===== src/rtl/ctrl_pkg.sv =====
// Shared definitions for the ID-stage control unit: instruction classes, ALU
// opcodes, condition codes, transfer sizes and the ID/EX control latch layout.
package ctrl_pkg;

  localparam logic [2:0] CLS_DP_REG  = 3'b000;
  localparam logic [2:0] CLS_DP_IMM  = 3'b001;
  localparam logic [2:0] CLS_LS_IMM  = 3'b010;
  localparam logic [2:0] CLS_LS_REG  = 3'b011;
  localparam logic [2:0] CLS_BLOCK   = 3'b100;
  localparam logic [2:0] CLS_BRANCH  = 3'b101;
  localparam logic [2:0] CLS_UNDEF_A = 3'b110;
  localparam logic [2:0] CLS_UNDEF_B = 3'b111;

  localparam logic [3:0] ALU_ADD = 4'b0100;
  localparam logic [3:0] ALU_SUB = 4'b0010;

  localparam logic [3:0] COND_EQ = 4'b0000;
  localparam logic [3:0] COND_NE = 4'b0001;
  localparam logic [3:0] COND_CS = 4'b0010;
  localparam logic [3:0] COND_CC = 4'b0011;
  localparam logic [3:0] COND_MI = 4'b0100;
  localparam logic [3:0] COND_PL = 4'b0101;
  localparam logic [3:0] COND_VS = 4'b0110;
  localparam logic [3:0] COND_VC = 4'b0111;
  localparam logic [3:0] COND_HI = 4'b1000;
  localparam logic [3:0] COND_LS = 4'b1001;
  localparam logic [3:0] COND_GE = 4'b1010;
  localparam logic [3:0] COND_LT = 4'b1011;
  localparam logic [3:0] COND_GT = 4'b1100;
  localparam logic [3:0] COND_LE = 4'b1101;
  localparam logic [3:0] COND_AL = 4'b1110;
  localparam logic [3:0] COND_NV = 4'b1111;

  localparam logic [1:0] SIZE_BYTE = 2'b00;
  localparam logic [1:0] SIZE_WORD = 2'b10;

  typedef enum logic {
    SEQ_IDLE = 1'b0,
    SEQ_XFER = 1'b1
  } seq_state_e;

  typedef struct packed {
    logic       valid;
    logic [3:0] opcode;
    logic       se;
    logic       li;
    logic       rf;
    logic       rw;
    logic       b;
    logic       bl;
    logic       s;
    logic [1:0] size;
    logic       undef;
  } ctrl_t;

  localparam ctrl_t CTRL_BUBBLE = '0;

  function automatic logic cond_pass(input logic [3:0] cond, input logic [3:0] nzcv);
    logic n, z, c, v;
    logic pass;
    {n, z, c, v} = nzcv;
    case (cond)
      COND_EQ: pass = z;
      COND_NE: pass = !z;
      COND_CS: pass = c;
      COND_CC: pass = !c;
      COND_MI: pass = n;
      COND_PL: pass = !n;
      COND_VS: pass = v;
      COND_VC: pass = !v;
      COND_HI: pass = c && !z;
      COND_LS: pass = !c || z;
      COND_GE: pass = (n == v);
      COND_LT: pass = (n != v);
      COND_GT: pass = !z && (n == v);
      COND_LE: pass = z || (n != v);
      COND_AL: pass = 1'b1;
      default: pass = 1'b0;
    endcase
    return pass;
  endfunction

endpackage


===== src/rtl/block_xfer_seq.sv =====
// Micro-sequencer that expands a load/store-multiple register list into one
// single-register beat per cycle, lowest register first.
//
// state    | meaning
// ---------+-----------------------------------------------------------------
// SEQ_IDLE | no transfer pending; beat 0 is emitted straight from list_in
// SEQ_XFER | beats remain in list_q; fetch is held and ir_in is ignored
module block_xfer_seq
  import ctrl_pkg::*;
#(
  parameter int NUM_REGS  = 16,
  parameter int REG_IDX_W = 4
) (
  input  logic                 clk,
  input  logic                 reset_n,
  input  logic                 start,
  input  logic [NUM_REGS-1:0]  list_in,
  input  logic                 rw_in,
  input  logic                 u_in,
  input  logic                 stall,
  input  logic                 flush,
  output logic                 beat_valid,
  output logic [REG_IDX_W-1:0] beat_idx,
  output logic [REG_IDX_W+1:0] beat_offset,
  output logic                 beat_rw,
  output logic                 beat_u,
  output logic                 busy
);

  seq_state_e            state_q, state_d;
  logic [NUM_REGS-1:0]   list_q, list_d;
  logic [REG_IDX_W-1:0]  cnt_q, cnt_d;
  logic                  rw_q, rw_d;
  logic                  u_q, u_d;
  logic [NUM_REGS-1:0]   src_list;
  logic [NUM_REGS-1:0]   beat_mask;

  assign busy     = (state_q == SEQ_XFER);
  assign src_list = busy ? list_q : list_in;

  // Scan from the top so the last hit, i.e. the lowest set bit, wins.
  always_comb begin
    beat_idx = '0;
    for (int i = NUM_REGS - 1; i >= 0; i--) begin
      if (src_list[i]) beat_idx = REG_IDX_W'(i);
    end
  end

  always_comb begin
    beat_mask           = '0;
    beat_mask[beat_idx] = 1'b1;
  end

  always_ff @(posedge clk or negedge reset_n) begin
    if (!reset_n) begin
      state_q <= SEQ_IDLE;
      list_q  <= '0;
      cnt_q   <= '0;
      rw_q    <= 1'b0;
      u_q     <= 1'b0;
    end else begin
      state_q <= state_d;
      list_q  <= list_d;
      cnt_q   <= cnt_d;
      rw_q    <= rw_d;
      u_q     <= u_d;
    end
  end

  always_comb begin
    state_d     = state_q;
    list_d      = list_q;
    cnt_d       = cnt_q;
    rw_d        = rw_q;
    u_d         = u_q;
    beat_valid  = 1'b0;
    beat_offset = '0;
    beat_rw     = rw_q;
    beat_u      = u_q;
    case (state_q)
      SEQ_IDLE: begin
        beat_rw = rw_in;
        beat_u  = u_in;
        if (start) begin
          beat_valid = 1'b1;
          list_d     = list_in & ~beat_mask;
          cnt_d      = REG_IDX_W'(1);
          rw_d       = rw_in;
          u_d        = u_in;
          if ((list_in & ~beat_mask) != '0) state_d = SEQ_XFER;
        end
      end
      SEQ_XFER: begin
        beat_offset = {cnt_q, 2'b00};
        if (flush) begin
          state_d = SEQ_IDLE;
          list_d  = '0;
        end else if (!stall) begin
          beat_valid = 1'b1;
          list_d     = list_q & ~beat_mask;
          cnt_d      = cnt_q + REG_IDX_W'(1);
          if ((list_q & ~beat_mask) == '0) state_d = SEQ_IDLE;
        end
      end
      default: state_d = SEQ_IDLE;
    endcase
  end

endmodule


===== src/rtl/pipelined_control_unit.sv =====
// ID-stage control unit: decodes the instruction, evaluates its condition and
// registers the resulting controls into the ID/EX latch.
module pipelined_control_unit
  import ctrl_pkg::*;
#(
  parameter int NUM_REGS  = 16,
  parameter int REG_IDX_W = 4,
  parameter bit COND_EN   = 1'b1
) (
  input  logic                 clk,
  input  logic                 reset_n,
  input  logic [31:0]          ir_in,
  input  logic                 ir_valid,
  input  logic [3:0]           flags_in,
  input  logic                 stall_in,
  input  logic                 flush_in,
  output logic                 hold_fetch_out,
  output logic                 valid_ex,
  output logic [3:0]           opcode_ex,
  output logic                 se_ex,
  output logic                 li_ex,
  output logic                 rf_ex,
  output logic                 rw_ex,
  output logic                 b_ex,
  output logic                 bl_ex,
  output logic                 s_ex,
  output logic [1:0]           size_ex,
  output logic [REG_IDX_W-1:0] xfer_reg_ex,
  output logic [REG_IDX_W+1:0] offset_ex,
  output logic                 undef_ex
);

  ctrl_t                 ctrl_q, ctrl_d;
  logic [REG_IDX_W-1:0]  xfer_q, xfer_d;
  logic [REG_IDX_W+1:0]  off_q, off_d;
  logic [2:0]            ir_cls;
  logic [NUM_REGS-1:0]   ir_list;
  logic                  cond_ok;
  logic                  list_nz;
  logic                  seq_start;
  logic                  beat_valid;
  logic [REG_IDX_W-1:0]  beat_idx;
  logic [REG_IDX_W+1:0]  beat_offset;
  logic                  beat_rw;
  logic                  beat_u;
  logic                  busy;
  logic                  unused_ir;

  // Base register field is consumed by EX from the raw instruction, not here.
  assign unused_ir = ^ir_in[19:16];

  assign ir_cls    = ir_in[27:25];
  assign ir_list   = ir_in[NUM_REGS-1:0];
  assign list_nz   = (ir_list != '0);
  assign cond_ok   = COND_EN ? cond_pass(ir_in[31:28], flags_in) : 1'b1;
  assign seq_start = !busy && ir_valid && cond_ok && (ir_cls == CLS_BLOCK) &&
                     list_nz && !stall_in && !flush_in;

  block_xfer_seq #(
    .NUM_REGS  (NUM_REGS),
    .REG_IDX_W (REG_IDX_W)
  ) u_seq (
    .clk         (clk),
    .reset_n     (reset_n),
    .start       (seq_start),
    .list_in     (ir_list),
    .rw_in       (ir_in[20]),
    .u_in        (ir_in[23]),
    .stall       (stall_in),
    .flush       (flush_in),
    .beat_valid  (beat_valid),
    .beat_idx    (beat_idx),
    .beat_offset (beat_offset),
    .beat_rw     (beat_rw),
    .beat_u      (beat_u),
    .busy        (busy)
  );

  assign hold_fetch_out = busy;

  always_comb begin
    ctrl_d = CTRL_BUBBLE;
    xfer_d = '0;
    off_d  = '0;
    if (beat_valid) begin
      ctrl_d.valid  = 1'b1;
      ctrl_d.li     = 1'b1;
      ctrl_d.rw     = beat_rw;
      ctrl_d.rf     = beat_rw;
      ctrl_d.size   = SIZE_WORD;
      ctrl_d.opcode = beat_u ? ALU_ADD : ALU_SUB;
      xfer_d        = beat_idx;
      off_d         = beat_offset;
    end else if (!busy && ir_valid && cond_ok) begin
      case (ir_cls)
        CLS_DP_REG, CLS_DP_IMM: begin
          ctrl_d.valid  = 1'b1;
          ctrl_d.opcode = ir_in[24:21];
          ctrl_d.se     = (ir_cls == CLS_DP_REG);
          ctrl_d.s      = ir_in[20];
          // Test/compare opcodes (10xx) only set flags.
          ctrl_d.rf     = (ir_in[24:23] != 2'b10);
        end
        CLS_LS_IMM, CLS_LS_REG: begin
          ctrl_d.valid  = 1'b1;
          ctrl_d.li     = 1'b1;
          ctrl_d.se     = (ir_cls == CLS_LS_REG);
          ctrl_d.rw     = ir_in[20];
          ctrl_d.rf     = ir_in[20];
          ctrl_d.size   = ir_in[22] ? SIZE_BYTE : SIZE_WORD;
          ctrl_d.opcode = ir_in[23] ? ALU_ADD : ALU_SUB;
        end
        CLS_BRANCH: begin
          ctrl_d.valid  = 1'b1;
          ctrl_d.b      = 1'b1;
          ctrl_d.bl     = ir_in[24];
          ctrl_d.rf     = ir_in[24];
          ctrl_d.opcode = ALU_ADD;
        end
        CLS_BLOCK:                ctrl_d.undef = !list_nz;
        CLS_UNDEF_A, CLS_UNDEF_B: ctrl_d.undef = 1'b1;
        default:                  ctrl_d = CTRL_BUBBLE;
      endcase
    end
  end

  always_ff @(posedge clk or negedge reset_n) begin
    if (!reset_n) begin
      ctrl_q <= CTRL_BUBBLE;
      xfer_q <= '0;
      off_q  <= '0;
    end else if (flush_in) begin
      ctrl_q <= CTRL_BUBBLE;
      xfer_q <= '0;
      off_q  <= '0;
    end else if (stall_in) begin
      // Held controls stay put, but an undefined pulse must not repeat.
      ctrl_q.undef <= 1'b0;
    end else begin
      ctrl_q <= ctrl_d;
      xfer_q <= xfer_d;
      off_q  <= off_d;
    end
  end

  assign valid_ex    = ctrl_q.valid;
  assign opcode_ex   = ctrl_q.opcode;
  assign se_ex       = ctrl_q.se;
  assign li_ex       = ctrl_q.li;
  assign rf_ex       = ctrl_q.rf;
  assign rw_ex       = ctrl_q.rw;
  assign b_ex        = ctrl_q.b;
  assign bl_ex       = ctrl_q.bl;
  assign s_ex        = ctrl_q.s;
  assign size_ex     = ctrl_q.size;
  assign undef_ex    = ctrl_q.undef;
  assign xfer_reg_ex = xfer_q;
  assign offset_ex   = off_q;

endmodule


===== config.mk =====
export PLATFORM = sky130hd
export DESIGN_NAME = pipelined_control_unit
export DESIGN_NICKNAME = d
export VERILOG_FILES = /design/src/rtl/ctrl_pkg.sv /design/src/rtl/block_xfer_seq.sv /design/src/rtl/pipelined_control_unit.sv
export SDC_FILE = /design/constraint.sdc
export NUM_CORES = 1
export LEC_CHECK = 0
export CELL_PAD_IN_SITES_DETAIL_PLACEMENT = 1
export CELL_PAD_IN_SITES_GLOBAL_PLACEMENT = 2
export CORE_MARGIN = 10
export CORE_UTILIZATION = 27
export DETAILED_ROUTE_END_ITERATION = 10
export PLACE_DENSITY_LB_ADDON = 0.1
export RECOVER_POWER = 100
export SETUP_SLACK_MARGIN = 0.1
export SLEW_MARGIN = 20
export SYNTH_ARGS = -nofsm -noshare
export SYNTH_HDL_FRONTEND = slang
export SYNTH_SLANG_ARGS = --single-unit

===== constraint.sdc =====
create_clock -name clk -period 2.7 [get_ports clk]
set_clock_uncertainty 0.05 [all_clocks]
set_input_delay 0.27 -clock clk [delete_from_list [all_inputs] [get_ports clk]]
set_output_delay 0.27 -clock clk [all_outputs]
set_load 0.02 [all_outputs]

==> reports/summary.md <==
The flow ran to the end, but the final reports show violations. The checks that failed: setup timing. The initial antenna violation count was 0. The utilization of the core after routing is 45.3%. In the synthesized netlist the dominant register cell turns out to be sky130_fd_sc_hd__dfrtp_1.

In this run, the number of DRC markers left after iteration 0 of detailed routing was 188. The all-layer global routing usage was 17.4%. The number of antenna diodes in the final layout is 0.

The clock tree synthesis step divided the H-tree into 2 levels. The cell family contributing the most delay on the critical path is compound AO/OA/AOI/OAI gates. At the later pin of the worst-skew pair, clock insertion delay measures 0.30 ns.

The routed wirelength normalized by instance count was 20.5 um; the via density per instance was 5.42. The highest metal layer with signal wires was met4. The HPWL after detailed placement is 10.9 mm.

In this run the static leakage power is 0.00236 uW. The run gives 36.2% as the sequential-to-total area share from yosys stat. The tools report the final cell area excluding filler cells as 5130 um2.

In this run the core area contains 39 standard-cell rows. After detailed placement, the total cell area comes to 4650 um2. The tools report the kind of end point of the critical path as a flip-flop.

The critical path goes through buf_12 -> buf_6 -> or3_1 -> a222oi_1 -> o32ai_2 -> a21o_1 -> or3b_4 -> o22a_1 -> a221oi_2 -> nand4_1 -> a22o_1. Across the run, the number of max-cap violations was 0. Among all cell types in the netlist, the one instantiated most often is sky130_fd_sc_hd__dfrtp_1. The routed layout has 3,723 vias. Tracing the worst setup path back leads to its startpoint at u_seq.busy. The first detailed-routing pass took 4 iterations. Port buffering added 59 buffers. The die covers 16,200 um2.

After detailed routing, the wire length on met1 is 6.36 mm. Wires add up to 14.1 mm. Average cell area after synthesis: 8.45 um2.

67 I/O pins were placed. Library cell contributing the largest single delay on the critical path: sky130_fd_sc_hd__dfrtp_2. The worst relative slew slack is 15.2%. Path category of the worst min-delay check: flip-flop to flip-flop. After the last flow step, the layout net total stands at 585. The die width works out to 127 um. The run gives -0.527 ns as the minimum setup slack after placement. VDD sags by at most 0.000236 V. The region available for standard cell placement spans 11,300 um2.

The register bit total from synthesis is 45. STA classifies the critical path startpoint as a flip-flop. The tools report the data required time of the worst path as 2.84 ns.

The stage delay of the slowest cell on the critical path is 0.44 ns. Fill cells in the final layout number 1,354. The flop-to-flop setup slack was -0.34 ns; the count of antenna-violating nets left after detailed routing was 0. The area growth from synthesis to layout is 65.1%. The number of clock buffers added by TritonCTS is 5. The share of synthesized registers carrying an async set or reset was 100%; the overall power after layout was 2100 uW. Setup violations remaining at the end of the flow were counted as 6. For the minimum setup slack in the final design, the log shows -0.340 ns.

The post-synthesis cell area came out at 3110 um2. The total power divided by cell area is 409 nW/um2, and the worst hold slack across all endpoints is 0.430 ns. Clock tree synthesis selected as its root buffer the cell sky130_fd_sc_hd__clkbuf_16.

Of the cells placed in the final design, the portion with a size suffix greater than 1 is 32.5%. The number of different library cells used by synthesis comes to 63. The total length of routed met2 wires came out at 6.79 mm. The via count of the first global-routing pass was 4,009.

In the synthesized netlist, the cells that appear most often are sky130_fd_sc_hd__dfrtp_1, sky130_fd_sc_hd__o21ai_0, sky130_fd_sc_hd__nor2_1. For the yosys synthesis warning count, the log shows 0. The total met3 wirelength after detailed routing is 661 um, and the clock-pin transition on the worst setup and hold timing paths is 0.07 ns. Start-to-end type of the worst setup path: flip-flop to flip-flop. In this run the most critical hold path is launched from valid_ex. No sink is reached through more buffers than the 2 on the longest clock path. The logs give 2060 um2 for the area occupied by multi-input gates and 22.7 mm for the wire length of the first global-routing pass. For this run the aggregate overflow at the end of global routing stands at 0. The largest area contributor in the synthesized netlist was sky130_fd_sc_hd__dfrtp_1. In the synthesized netlist, the number of instances is 368. Of all nets on the critical path, the largest fanout is 5. For the data arrival time at the worst-slack endpoint, the log shows 3.18 ns. By area the synthesized netlist is led by sky130_fd_sc_hd__dfrtp_1, sky130_fd_sc_hd__o21ai_0, sky130_fd_sc_hd__a22o_1, sky130_fd_sc_hd__nor2_1, sky130_fd_sc_hd__a21o_1.

For the fmax, the log shows 329 MHz. The launch instance of the worst register-to-register path is u_seq.busy. Entering global routing, the biggest net connects 26 pins. Sequential cell area in the final layout: 1130 um2.

Setup repair after global routing could not meet its margin everywhere. Number of hold violations in the final report: 0. The top cell type by area accounts for 36.2% of the synthesized area.

The number of enable flip-flop cells after synthesis was 0; the number of buffers and inverters on the critical path was 2. The initial utilization of the core area, before any placement, comes to 27.5%. The number of clock sinks seen by CTS came out at 45. The max-slew violation count is 0, and the chip height is 127 um. Pin slew with the least headroom to its limit: 1.27 ns. After layout, the worst path uses 113% of the clock period. At the end of routability-driven placement, the weighted congestion stood at 0.891. After detailed routing, the number of remaining DRC violations is 0.

The final critical delay including setup and external delays was 3.04 ns. TritonCTS built the clock tree.
[routing by layer]
layer  GRT usage [%]  up-vias
met3            2.77       17
met5               0        -
li1                -     1743
met2            28.6       84
met1            23.0     1879
met4            4.49        0
[worst paths after layout]
kind                                    end  cells past startpoint
setup / recovery                 u_seq.busy                     11
hold / removal                     valid_ex                      1
setup reg to reg                 u_seq.busy                     11
hold reg to reg                    valid_ex                      1
max in group asynchronous  u_seq.list_q[12]                      3
min in group asynchronous      opcode_ex[3]                      2
[cell families (layout without fill, tap and decap cells)]
group / count (synthesis) / after routing / share of synthesized area [%]
compound gates: 134 / 134 / 30.2
xor+xnor: 5 / 5 / 1.41
fa+ha+maj: 1 / 1 / 0.403
buf+inv: 29 / 203 / 4.43
flops: 45 / 45 / 36.2
mux: 3 / 3 / 0.966
other cells: 1 / 3 / 0.121
simple gates: 150 / 150 / 26.3
[power by group]
group,switching (uW),internal (uW)
sequential,67.6,735
clock,299,373
combinational,324,300
[state kept, by name, indices dropped and copies added, names as in the netlist]
register	count
b_ex	1
bl_ex	1
li_ex	1
offset_ex	4
opcode_ex	4
rf_ex	1
rw_ex	1
s_ex	1
se_ex	1
size_ex	1
u_seq.busy	1
u_seq.cnt_q	4
u_seq.list_q	16
u_seq.rw_q	1
u_seq.u_q	1
undef_ex	1
valid_ex	1
xfer_reg_ex	4
[per-stage QoR]
step                      TNS (ns)  cells
after detailed placement     -4.00    666
after global routing         -1.96    687
final                       -0.779    687
after global placement       -2.75    666
after floorplan            -0.0443    370
after CTS                   -0.679    682
[layout make-up]
| class | count | share of cell area, % |
|---|---|---|
| Inverter | 11 | 0.805 |
| Multi-Input combinational cell | 296 | 40.2 |
| Timing Repair Buffer | 184 | 30.6 |
| Clock inverter | 2 | 0.317 |
| Clock buffer | 6 | 2.71 |
| Sequential cell | 45 | 22.0 |
| Tap cell | 143 | 3.49 |
[worst reg2reg max path, stage by stage (launching register included)]
cell and delay, ns:
sky130_fd_sc_hd__dfrtp_2 0.44, sky130_fd_sc_hd__buf_12 0.14, sky130_fd_sc_hd__buf_6 0.10, sky130_fd_sc_hd__or3_1 0.30, sky130_fd_sc_hd__a222oi_1 0.30, sky130_fd_sc_hd__o32ai_2 0.18
sky130_fd_sc_hd__a21o_1 0.28, sky130_fd_sc_hd__or3b_4 0.42, sky130_fd_sc_hd__o22a_1 0.25, sky130_fd_sc_hd__a221oi_2 0.18, sky130_fd_sc_hd__nand4_1 0.11, sky130_fd_sc_hd__a22o_1 0.19
[layout by cell type, fill, tap and decap left out, types with 7 or more instances in the layout]
cell                                n
sky130_fd_sc_hd__buf_4            100
sky130_fd_sc_hd__nand2_1           26
sky130_fd_sc_hd__o21ai_0           29
sky130_fd_sc_hd__a21oi_1           16
sky130_fd_sc_hd__clkdlybuf4s50_1   34
sky130_fd_sc_hd__buf_6             12
sky130_fd_sc_hd__dlygate4sd3_1     25
sky130_fd_sc_hd__nand3_1           10
sky130_fd_sc_hd__inv_1             11
sky130_fd_sc_hd__a21o_1            14
sky130_fd_sc_hd__nor2_1            25
sky130_fd_sc_hd__o21ai_1            8
sky130_fd_sc_hd__nor3_1             8
sky130_fd_sc_hd__a22o_1            14
sky130_fd_sc_hd__nor2b_1           13
sky130_fd_sc_hd__nand4_1            7
sky130_fd_sc_hd__dfrtp_1           44
[timing repair]
| item | in CTS | in global routing |
|---|---|---|
| gates resized for setup | 29 | 37 |
| hold buffers | 1 | 0 |
| endpoints found under the setup margin | 16 | 32 |
| pin swaps | 13 | 13 |
| buffers inserted | 8 | 7 |
| hold endpoints to repair | 20 | 0 |
No activity file was read; power rests on OpenSTA's default activity.
